### src/rtl/clk_div_bank_pkg.sv
`default_nettype none
// ============================================================================
// Module   : clk_div_bank_pkg
// Brief    : Shared constants, channel state encoding and select-width helper
//            for the clock divider bank.
// Revision : 1.0 - initial release
// ============================================================================
package clk_div_bank_pkg;

    // Ratio loaded into every channel at reset: 100 MHz / 4 = 25 MHz.
    localparam int c_default_div = 4;

    // Per-channel run state.
    typedef enum logic [0:0] {
        ST_IDLE = 1'b0,
        ST_RUN  = 1'b1
    } chan_state_t;

    // Width of the channel-select bus; a single channel still gets one bit.
    function automatic int sel_width(input int n);
        return (n > 1) ? $clog2(n) : 1;
    endfunction

endpackage : clk_div_bank_pkg
`default_nettype wire

### src/rtl/clk_div_channel.sv
`default_nettype none
// ============================================================================
// Module   : clk_div_channel
// Brief    : One divider channel: shadow/active ratio, period counter,
//            IDLE/RUN FSM and registered clk_out/tick outputs.
// Revision : 1.0 - initial release
// ============================================================================
module clk_div_channel
    import clk_div_bank_pkg::*;
#(
    parameter int CNT_WIDTH   = 16,
    parameter int DEFAULT_DIV = c_default_div
) (
    input  logic                 clk_100mhz,
    input  logic                 rst,
    input  logic                 i_en,
    input  logic                 i_wr_en,
    input  logic [CNT_WIDTH-1:0] i_wr_data,
    output logic                 o_clk_out,
    output logic                 o_tick
);

    localparam logic [CNT_WIDTH-1:0] c_reset_div = CNT_WIDTH'(DEFAULT_DIV);
    localparam logic [CNT_WIDTH-1:0] c_one       = CNT_WIDTH'(1);
    localparam logic [CNT_WIDTH:0]   c_one_w     = (CNT_WIDTH + 1)'(1);

    chan_state_t          r_state;
    logic [CNT_WIDTH-1:0] r_shadow;
    logic [CNT_WIDTH-1:0] r_active;
    logic [CNT_WIDTH-1:0] r_cnt;
    logic                 r_clk_out;
    logic                 r_tick;

    chan_state_t          w_state_nxt;
    logic [CNT_WIDTH-1:0] w_active_nxt;
    logic [CNT_WIDTH-1:0] w_cnt_nxt;
    logic [CNT_WIDTH-1:0] w_cnt_inc;
    logic [CNT_WIDTH:0]   w_half;
    logic                 w_clk_nxt;
    logic                 w_tick_nxt;
    logic                 w_period_start;

    // High-phase length, computed one bit wider so the maximum ratio cannot overflow.
    assign w_half    = ({1'b0, r_active} + c_one_w) >> 1;
    assign w_cnt_inc = r_cnt + c_one;

    // Shadow ratio: written any time, consumed only at period starts.
    always_ff @(posedge clk_100mhz or posedge rst) begin
        if (rst) begin
            r_shadow <= c_reset_div;
        end else if (i_wr_en) begin
            r_shadow <= i_wr_data;
        end
    end

    // State, active ratio, counter and output registers.
    always_ff @(posedge clk_100mhz or posedge rst) begin
        if (rst) begin
            r_state   <= ST_IDLE;
            r_active  <= c_reset_div;
            r_cnt     <= '0;
            r_clk_out <= 1'b0;
            r_tick    <= 1'b0;
        end else begin
            r_state   <= w_state_nxt;
            r_active  <= w_active_nxt;
            r_cnt     <= w_cnt_nxt;
            r_clk_out <= w_clk_nxt;
            r_tick    <= w_tick_nxt;
        end
    end

    // Next-state logic; a period start reloads the active ratio from the
    // pre-write shadow value so a change never cuts a period short.
    always_comb begin
        w_state_nxt    = r_state;
        w_active_nxt   = r_active;
        w_cnt_nxt      = '0;
        w_clk_nxt      = 1'b0;
        w_tick_nxt     = 1'b0;
        w_period_start = 1'b0;
        case (r_state)
            ST_IDLE: begin
                if (i_en) begin
                    w_state_nxt    = ST_RUN;
                    w_period_start = 1'b1;
                end
            end
            ST_RUN: begin
                if (!i_en) begin
                    w_state_nxt = ST_IDLE;
                end else if (r_active == '0) begin
                    // Parked at ratio 0 until a non-zero ratio is written.
                    w_period_start = (r_shadow != '0);
                end else if (r_cnt == (r_active - c_one)) begin
                    w_period_start = 1'b1;
                end else begin
                    w_cnt_nxt = w_cnt_inc;
                    w_clk_nxt = ({1'b0, w_cnt_inc} < w_half);
                end
            end
            default: begin
                w_state_nxt = ST_IDLE;
            end
        endcase
        if (w_period_start) begin
            w_active_nxt = r_shadow;
            w_cnt_nxt    = '0;
            w_clk_nxt    = (r_shadow != '0);
            w_tick_nxt   = (r_shadow != '0);
        end
    end

    assign o_clk_out = r_clk_out;
    assign o_tick    = r_tick;

endmodule : clk_div_channel
`default_nettype wire

### src/rtl/clk_div_bank.sv
`default_nettype none
// ============================================================================
// Module   : clk_div_bank
// Brief    : Bank of independent clock-enable dividers driven from the
//            100 MHz clock, with a shared ratio write port.
// Revision : 1.0 - initial release
// ============================================================================
module clk_div_bank
    import clk_div_bank_pkg::*;
#(
    parameter int CHANNELS    = 4,
    parameter int CNT_WIDTH   = 16,
    parameter int DEFAULT_DIV = c_default_div
) (
    input  logic                           clk_100mhz,
    input  logic                           rst,
    input  logic [CHANNELS-1:0]            en,
    input  logic                           div_wr,
    input  logic [sel_width(CHANNELS)-1:0] div_sel,
    input  logic [CNT_WIDTH-1:0]           div_data,
    output logic [CHANNELS-1:0]            clk_out,
    output logic [CHANNELS-1:0]            tick
);

    localparam int c_sel_w = sel_width(CHANNELS);

    // One channel per index; a select value with no matching index is ignored.
    for (genvar gi = 0; gi < CHANNELS; gi++) begin : g_channel
        localparam logic [c_sel_w-1:0] c_idx = c_sel_w'(gi);
        logic w_wr_en;

        assign w_wr_en = div_wr && (div_sel == c_idx);

        clk_div_channel #(
            .CNT_WIDTH   (CNT_WIDTH),
            .DEFAULT_DIV (DEFAULT_DIV)
        ) u_channel (
            .clk_100mhz (clk_100mhz),
            .rst        (rst),
            .i_en       (en[gi]),
            .i_wr_en    (w_wr_en),
            .i_wr_data  (div_data),
            .o_clk_out  (clk_out[gi]),
            .o_tick     (tick[gi])
        );
    end

endmodule : clk_div_bank
`default_nettype wire

### config.mk
export PLATFORM = sky130hd
export DESIGN_NAME = clk_div_bank
export DESIGN_NICKNAME = d
export VERILOG_FILES = /design/src/rtl/clk_div_bank_pkg.sv /design/src/rtl/clk_div_channel.sv /design/src/rtl/clk_div_bank.sv
export SDC_FILE = /design/constraint.sdc
export NUM_CORES = 1
export LEC_CHECK = 0
export CAP_MARGIN = 25
export CORE_MARGIN = 2
export CORE_UTILIZATION = 50
export CTS_CLUSTER_SIZE = 20
export DETAILED_ROUTE_END_ITERATION = 8
export MAX_ROUTING_LAYER = met4
export PLACE_DENSITY = 0.78
export SETUP_SLACK_MARGIN = 0.1
export SYNTH_ARGS = -nofsm -noshare
export SYNTH_HDL_FRONTEND = slang
export SYNTH_SLANG_ARGS = --single-unit
### constraint.sdc
create_clock -name clk_100mhz -period 16.18 [get_ports clk_100mhz]
set_input_delay 1.618 -clock clk_100mhz [delete_from_list [all_inputs] [get_ports clk_100mhz]]
set_output_delay 1.618 -clock clk_100mhz [all_outputs]
set_load 0.1 [all_outputs]
Word level (Yosys, flattened, before mapping):

Cells that the tools add are included.
Widths: inputs -> output; s select.

* add/sub/neg operators: 12
* order comparisons: 4
* equality and inequality tests: 7
* mux-type cells: 64
* bitwise logic cells: 4
* reductions and logical operators: 13

Operators by type and width (number)
* $mux 16: 20
* $add 16x1->17 const B: 4
* $add 16x1->16 const B: 4
* $eq 16x16->1: 4
* $logic_not 16->1: 4
* $lt 16x16->1: 4
* $reduce_bool 16->1: 4
* $sub 16x1->16 const B: 4
* $mux 1: 40
* $pmux 1 s2: 4
* $eq 2x2->1 const B: 2
* $logic_and 1x1->1: 4
* $not 1->1: 4
* $eq 2x1->1 const B: 1
* $logic_not 2->1: 1

* flip-flop bits (word level): 204
* output and inout bits: 8

Depth between registers and ports, before layout:

Gate-level depths: netlist of run 1.

* word-level depth: 7
* mapped depth: 15

Modules after synthesis:

Synthesis of run 1 repeated with hierarchy kept, for this count alone.

* cell total of the unflattened synthesis: 1328
* area, all modules: 13340.3 um^2

Modules (own cells, without submodules)
* clk_div_channel: times used 4, cells an instance 331, area an instance 3325.7 um^2, sequential area each 1278.7 um^2
* clk_div_bank: times used 1, cells an instance 4, area an instance 37.5 um^2, sequential area each 0.0 um^2

Worst setup path after synthesis of run 1:

No wires, ideal clock.

* path kind: register to register
* start: reg g_channel[3].u_channel.r_active[8]
* end: reg g_channel[3].u_channel.r_active[0]
* library setup time: 125 ps
* arrival: 3320 ps
* setup slack: 12735 ps
* stages on the path, launching flop included: 12
* path buffers: 3
* path through: dfrtp_1 > buf_2 > or4_4 > nor4b_1 > xnor2_1 > a41oi_1 > or2_1 > or4_4 > buf_6 > a31oi_4 > buf_6 > mux2_4

* cells in the longest elaborated chain, start to end: 6
* elaborated cells between the ends (all ways): 7

RTL lines
* start, declared: line clk_div_channel.sv:29 `logic [CNT_WIDTH-1:0] r_active;`
* start signal, assigned: line clk_div_channel.sv:60 `r_active <= c_reset_div;`
* start signal, assigned: line clk_div_channel.sv:66 `r_active <= w_active_nxt;`
* $sub 16x1->16: line clk_div_channel.sv:95 `end else if (r_cnt == (r_active - c_one)) begin`
* $eq 16x16->1: line clk_div_channel.sv:95
* $mux 1: line clk_div_channel.sv:95
* $mux 1 (*): line clk_div_channel.sv:92 `end else if (r_active == '0) begin`
* $mux 1 (*): line clk_div_channel.sv:90 `if (!i_en) begin`
* $pmux 1 s2 (*): line clk_div_channel.sv:82 `case (r_state)`

Mark *: on every way between the ends. The rest lies on a longest branch, timed or not.
A chain may end at the register's enable or synchronous reset.

Worst setup path after layout of run 1:

* start: reg g_channel[3].u_channel.r_active[8]
* end: reg g_channel[3].u_channel.r_active[9]

The elaborated chain is that of the path after synthesis.

==> results of run 1 <==
## cells in the final DEF, fill, tap and decap left out, types with 18 or more instances in the layout
cell type and count:
inv_1 18, nand2_1 61, nor4_1 32, xnor2_1 104, dfrtp_1 196, nor3_1 20
nor2_1 73, mux2_2 97, clkdlybuf4s50_1 32, nand4_1 28, nor2b_1 47, a21oi_1 22
ha_1 76, o21ai_0 28, xor2_1 90, nand3_1 72, and3_1 44, clkbuf_16 23
## cell usage after synthesis (8+ instances only)
master / number / share of area, %
a22o_1: 15 / 1.0
buf_4: 10 / 0.58
xnor2_1: 104 / 7.0
nor2_1: 73 / 2.1
nand3_1: 72 / 2.8
o21ai_0: 28 / 1.1
inv_1: 19 / 0.55
mux2_2: 97 / 8.4
nand2b_1: 12 / 0.58
a31oi_1: 9 / 0.43
and3_1: 44 / 2.1
clkbuf_1: 54 / 1.6
dfrtp_1: 196 / 38
and4_1: 11 / 0.74
ha_1: 76 / 7.3
buf_2: 11 / 0.42
nor3_1: 20 / 0.77
nand4_1: 28 / 1.3
a21o_1: 12 / 0.69
nor4_1: 32 / 1.5
nor2b_1: 47 / 2.3
a21oi_1: 22 / 0.85
nand2_1: 61 / 1.8
xor2_1: 90 / 6.1
dfstp_2: 8 / 1.6
a211oi_1: 8 / 0.46
## through the flow
step | total power [mW] | hold slack [ns]
after floorplan | 1.03 | 0.483
after global placement | 1.10 | 0.508
after detailed placement | 1.12 | 0.515
after CTS | 1.72 | 0.530
after global routing | 1.80 | 0.552
final | 1.71 | 0.528
## worst max-delay path, cell delays in order, from the launching register on
cell	delay [ns]
dfrtp_1	0.49
or4_4	0.62
nor4b_1	0.45
xnor2_1	0.17
a41oi_1	0.12
or2_1	0.28
or4_4	0.64
a31oi_4	0.53
mux2_2	0.40
## flip-flops by register name, indices dropped and copies added (netlist names)
name / count
g_channel.u_channel.o_clk_out: 4
g_channel.u_channel.r_state: 4
g_channel.u_channel.o_tick: 4
g_channel.u_channel.r_cnt: 64
g_channel.u_channel.r_active: 64
g_channel.u_channel.r_shadow: 64
## metal layers
layer  vias up  share of wire, %
met1      4737                47
met4         0               1.4
met2       237                48
met3        36               4.2
met5         -                 0
li1       4542                 -
## how the worst max path moves through the flow
| stage | start | to | slack (ns) | cells after the start |
|---|---|---|---|---|
| global placement | rst | g_channel[3].u_channel.r_shadow[3] | 12.36 | 3 |
| CTS | g_channel[3].u_channel.r_active[8] | g_channel[3].u_channel.r_active[9] | 12.38 | 8 |
| global route | g_channel[2].u_channel.r_active[0] | g_channel[2].u_channel.r_active[8] | 12.14 | 10 |
| detailed placement | rst | g_channel[3].u_channel.r_shadow[6] | 12.34 | 3 |
| finish | g_channel[3].u_channel.r_active[8] | g_channel[3].u_channel.r_active[9] | 12.36 | 8 |
| floorplan | rst | g_channel[0].u_channel.o_clk_out | 9.01 | 1 |
## layout make-up
cell class                 instances  area (sq um)
fill                            2154         11500
clock inverter                    13           224
multi-input combinational        975          7410
inverter                          19          78.8
clock buffer                      29           648
tap                              335           419
timing repair buffer              37           379
sequential                       204          5110
## cells by family after synthesis
| kind of cell | Yosys count |
|---|---|
| AND/OR/NAND/NOR | 446 |
| flip-flops | 204 |
| XOR/XNOR | 194 |
| AO/OA/AOI/OAI | 149 |
| multiplexers | 110 |
| buffers and inverters | 101 |
| adder cells (fa/ha/maj) | 76 |
## power breakdown
group	total, mW	internal [mW]	switching (mW)
sequential	0.726	0.588	0.138
combinational	0.399	0.201	0.198
clock	0.589	0.367	0.222
==> impl_metrics.yaml, run 1 <==
clock_network:
  cts_buffers: 23
  tritoncts: "done"
  ctsLongestPathBuffers: 3
  cts-root-buf: "clkbuf_16"
  cts.clk_slew.worst_paths_ns: 0.06
  cts_hold_buf: 0
  cts_resized: 0
  post-cts-setup-buffers: 0
  insertion_delay_ns: 0.54
  cts.sinks: 204
  h-tree-depth: 1
worst_setup_path:
  worstSetupPathType: "register to register"
  crit_fanout: 15
  arrival_ns: 4.23
  rrSetupSlack_ns: 12.36
  cp-end-kind: "register"
  ff2ff_path_depth: 8
  crit-reg2reg-launch: "g_channel[3].u_channel.r_active[8]"
  cp.required_ns: 16.58
  critPathLaunchType: "register"
  r2r_end: "g_channel[3].u_channel.r_active[9]"
logic_synthesis:
  synth-edff-count: 0
  synth_warnings: 0
  muxShareOfSynthArea_pct: 9.59
  synth_top_flop_cell: "dfrtp_1"
  syn_area_per_cell_sq_um: 10.2
  synth-async-reset-ratio_pct: 100
  yosysSeqAreaShare_pct: 39.4
  synth.net_count: 1381
  syn-cell-area_sq_mm: 0.0130
  synth_top_family_by_area: "simple AND/OR/NAND/NOR gates"
  synth-simple-area-share_pct: 18.8
  synth_xor_xnor_area_share_pct: 13.1
  synthCells: 1280
  synth_compound_area_share_pct: 8.24
  synth_adder_area_share_pct: 7.32
  ys_types: 73
  yosys_register_bits: 204
power_and_ir_drop:
  ir_drop_mv: 0.111
  power.density_mw_per_mm2: 120
  cellLeakagePower_nw: 6.16
floorplanning:
  start_util_pct: 50.4
  fp.dieW_um: 165
  coreArea_sq_mm: 0.0258
  die_y_um: 165
  io_pins: 33
  die_area_sq_mm: 0.0273
  rows: 59
finish:
  syn_to_final_growth_pct: 9.83
  utilization_pct: 55.4
  stdcell_count: 1612
  layout-drive-gt1-share_pct: 14.2
  fin_area_sq_mm: 0.0143
  nNetsFinal: 1361
  n_antenna_cell: 0
sta:
  post-route-period-util_pct: 23.6
  rsz0062_at_grt: "false"
  fin_ws_ns: 12.36
  relSlewSlack_pct: 29.5
  hold_viol_final: 0
  slew_violations: 0
  setup_viol: 0
  fmax_mhz: 261
  tightest_slew_ns: 1.06
  tns_ns: 0
  period_minus_slack_ns: 3.82
  clock_skew_ns: 0.0203
global_routing:
  met1_usage_pct: 31.5
  antenna_found_initial: 0
  met3_usage_pct: 2.65
  track_usage_pct: 22.2
  busiest_layer: "met2"
  grt_pass1_wl_um: 47900
  grt_start_max_net_pins: 126
  overflow: 0
  grt_util_met2_pct: 34.7
  grt_pass1_vias: 9137
placement:
  dp_hpwl_um: 20700
  place_ws_ns: 12.34
  dp_cells: 1568
  gp_congestion: 0.879
  place_area_sq_mm: 0.0134
  io_buffers: 32
min_path:
  whs_path_depth: 1
  min_to: "g_channel[0].u_channel.r_active[10]"
  hold_class: "register to register"
  min_from: "g_channel[0].u_channel.r_shadow[10]"
detailed_routing:
  first_pass_iters: 5
  wire_per_inst_um: 17.8
  vias: 9552
  vias_per_cell: 5.93
  drt_iter0_markers: 710
  wirelength_um: 28700
  drc: 0
  postRouteAntennaNets: 0
outcome:
  status: "completed"
run:
  drv_cap: 0
No activity file was read; power rests on OpenSTA's default activity.
==> run 2: changes to the inputs <==
--- a/config.mk
+++ b/config.mk
@@ -11,7 +11,7 @@
 export CTS_CLUSTER_SIZE = 20
 export DETAILED_ROUTE_END_ITERATION = 8
 export MAX_ROUTING_LAYER = met4
-export PLACE_DENSITY = 0.78
+export PLACE_DENSITY = 0.8
 export SETUP_SLACK_MARGIN = 0.1
 export SYNTH_ARGS = -nofsm -noshare
 export SYNTH_HDL_FRONTEND = slang
==> constraint.sdc (replaced) <==
create_clock -name clk_100mhz -period 3.3 [get_ports clk_100mhz]
set_input_delay 0.33 -clock clk_100mhz [delete_from_list [all_inputs] [get_ports clk_100mhz]]
set_output_delay 0.33 -clock clk_100mhz [all_outputs]
set_load 0.1 [all_outputs]
==> impl_metrics.yaml, run 2 (synthesized netlist as in run 1, its figures left out) <==
outcome:
  status: "completed"
power_and_ir_drop:
  cellLeakagePower_nw: 6.50
  ir_drop_mv: 0.545
  power.density_mw_per_mm2: 581
  total_power_mw: 8.67
global_routing:
  grt_start_max_net_pins: 112
  track_usage_pct: 22.9
  antenna_found_initial: 0
  grt_pass1_wl_um: 49200
  grt_pass1_vias: 9747
  overflow: 0
sta:
  tns_ns: 0
  tightest_slew_ns: 0.981
  fmax_mhz: 316
  fin_ws_ns: 0.140
  hold_viol_final: 0
  rsz0062_at_grt: "true"
  relSlewSlack_pct: 34.4
  slew_violations: 0
  period_minus_slack_ns: 3.16
  post-route-period-util_pct: 95.8
  setup_viol: 0
  holdWs_ns: 0.350
  clock_skew_ns: 0.0127
finish:
  fillerInstances: 2082
  multi_input_area_sq_mm: 0.00752
  regArea_sq_mm: 0.00513
  top_regs: "g_channel.u_channel.r_active: 64 flops, g_channel.u_channel.r_cnt: 64 flops, g_channel.u_channel.r_shadow: 64 flops"
  nNetsFinal: 1425
  layout-drive-gt1-share_pct: 19.9
  stdcell_count: 1675
  final_cell_mix: "dfrtp_1, xnor2_1, mux2_2"
  final_common_cell: "dfrtp_1"
  syn_to_final_growth_pct: 14.8
  n_antenna_cell: 0
placement:
  dp_hpwl_um: 21400
  place_ws_ns: 0.0596
  io_buffers: 32
  gp_congestion: 0.940
  dp_cells: 1618
floorplanning:
  io_pins: 33
  rows: 59
  fp.dieW_um: 165
  die_area_sq_mm: 0.0273
  die_y_um: 165
  start_util_pct: 50.4
  coreArea_sq_mm: 0.0258
run:
  drv_cap: 0
worst_setup_path:
  cp.required_ns: 3.70
  critPathLaunchType: "register"
  slowest_stage: "or4_4"
  crit_path_max_incr_delay_ns: 0.46
  worstSetupPathType: "register to register"
  cp_cell_sequence: "inv_1 > ha_2 > or3b_4 > or2_4 > nor3_2 > a21oi_1 > or2_1 > or4_4 > a31oi_4 > clkbuf_16 > mux2_4"
  crit_fanout: 5
  arrival_ns: 3.56
  cp-end-kind: "register"
detailed_routing:
  vias_per_cell: 5.90
  drt_iter0_markers: 665
  vias: 9878
  postRouteAntennaNets: 0
  wire_per_inst_um: 18.0
  drc: 0
  wirelength_um: 30100
  first_pass_iters: 5
clock_network:
  ctsLongestPathBuffers: 3
  h-tree-depth: 1
  cts_buffers: 23
  cts_hold_buf: 0
  cts-root-buf: "clkbuf_16"
  tritoncts: "done"
  cts.sinks: 204
  cts.clk_slew.worst_paths_ns: 0.06
  insertion_delay_ns: 0.52
min_path:
  hold_class: "primary input to asynchronous set/reset pin"
==> run 2: changes by cell type in the layout (fill, tap and decap cells not counted), sizes merged <==
cell	previous run	this run
buf	4	67
clkbuf	30	32
inv	21	19
==> run 2: timing repair <==
| item | 4_1_cts | 5_1_grt |
|---|---|---|
| pin swaps | 5 | 7 |
| resized for setup | 6 | 22 |
| cloned | 0 | 2 |
| setup endpoints to repair | 31 | 63 |
| buffers inserted | 6 | 8 |
| endpoints found under the hold margin | 0 | 0 |
==> run 2: path summary, 6_finish.rpt <==
path                            cells past startpoint                            endpoint                          startpoint  slack (ns)
worst max-delay path                               11  g_channel[3].u_channel.r_active[0]  g_channel[3].u_channel.r_active[1]        0.14
min in group clk_100mhz                             1      g_channel[1].u_channel.r_state                               en[1]        0.37
max in group asynchronous                           3     g_channel[3].u_channel.r_cnt[0]                                 rst        2.46
worst max register to register                     11  g_channel[3].u_channel.r_active[0]  g_channel[3].u_channel.r_active[1]        0.14
worst min register to register                      1  g_channel[3].u_channel.r_active[3]  g_channel[3].u_channel.r_shadow[3]        0.53
worst min-delay path                                3  g_channel[0].u_channel.r_shadow[0]                                 rst        0.35
==> run 2: area by class of cell <==
cell class,count,share of cell area [%]
Timing Repair Buffer,101,6.26
Clock inverter,11,1.33
Tap cell,335,2.81
Clock buffer,30,4.30
Inverter,19,0.503
Sequential cell,204,34.4
Multi-Input combinational cell,975,50.4
==> run 2: stage by stage <==
step | area (sq um) | utilization [%]
5_1_grt | 14900 | 57.9
4_1_cts | 14700 | 57.1
2_1_floorplan | 13000 | -
6_report | 14900 | 57.9
3_5_place_dp | 13800 | 53.5
3_3_place_gp | 13800 | 53.5
==> run 2: per-layer routing <==
layer | vias to the layer above | part of all wire [%] | global-route usage, %
met5 | - | 0 | -
met4 | 0 | 2.3 | 6.13
met3 | 63 | 5.0 | 3.17
met2 | 267 | 48 | 37.4
met1 | 4902 | 45 | 30.0
li1 | 4646 | - | -
==> run 2: power breakdown <==
| part | internal, mW | switching (mW) | leakage, nW | total [mW] |
|---|---|---|---|---|
| combinational | 1.21 | 1.26 | 3.55 | 2.47 |
| clock | 1.77 | 1.04 | 0.405 | 2.81 |
| sequential | 2.89 | 0.497 | 2.55 | 3.39 |
| total | 5.87 | 2.80 | 6.50 | 8.67 |
==> run 2: worst max-delay path, delay by kind of cell, from the launching register on <==
kind            cells  cell delay (ns)
buf+inv             2             0.31
flops               1             0.42
mux                 1             0.30
fa+ha+maj           1             0.18
simple gates        5             1.54
compound gates      2             0.31
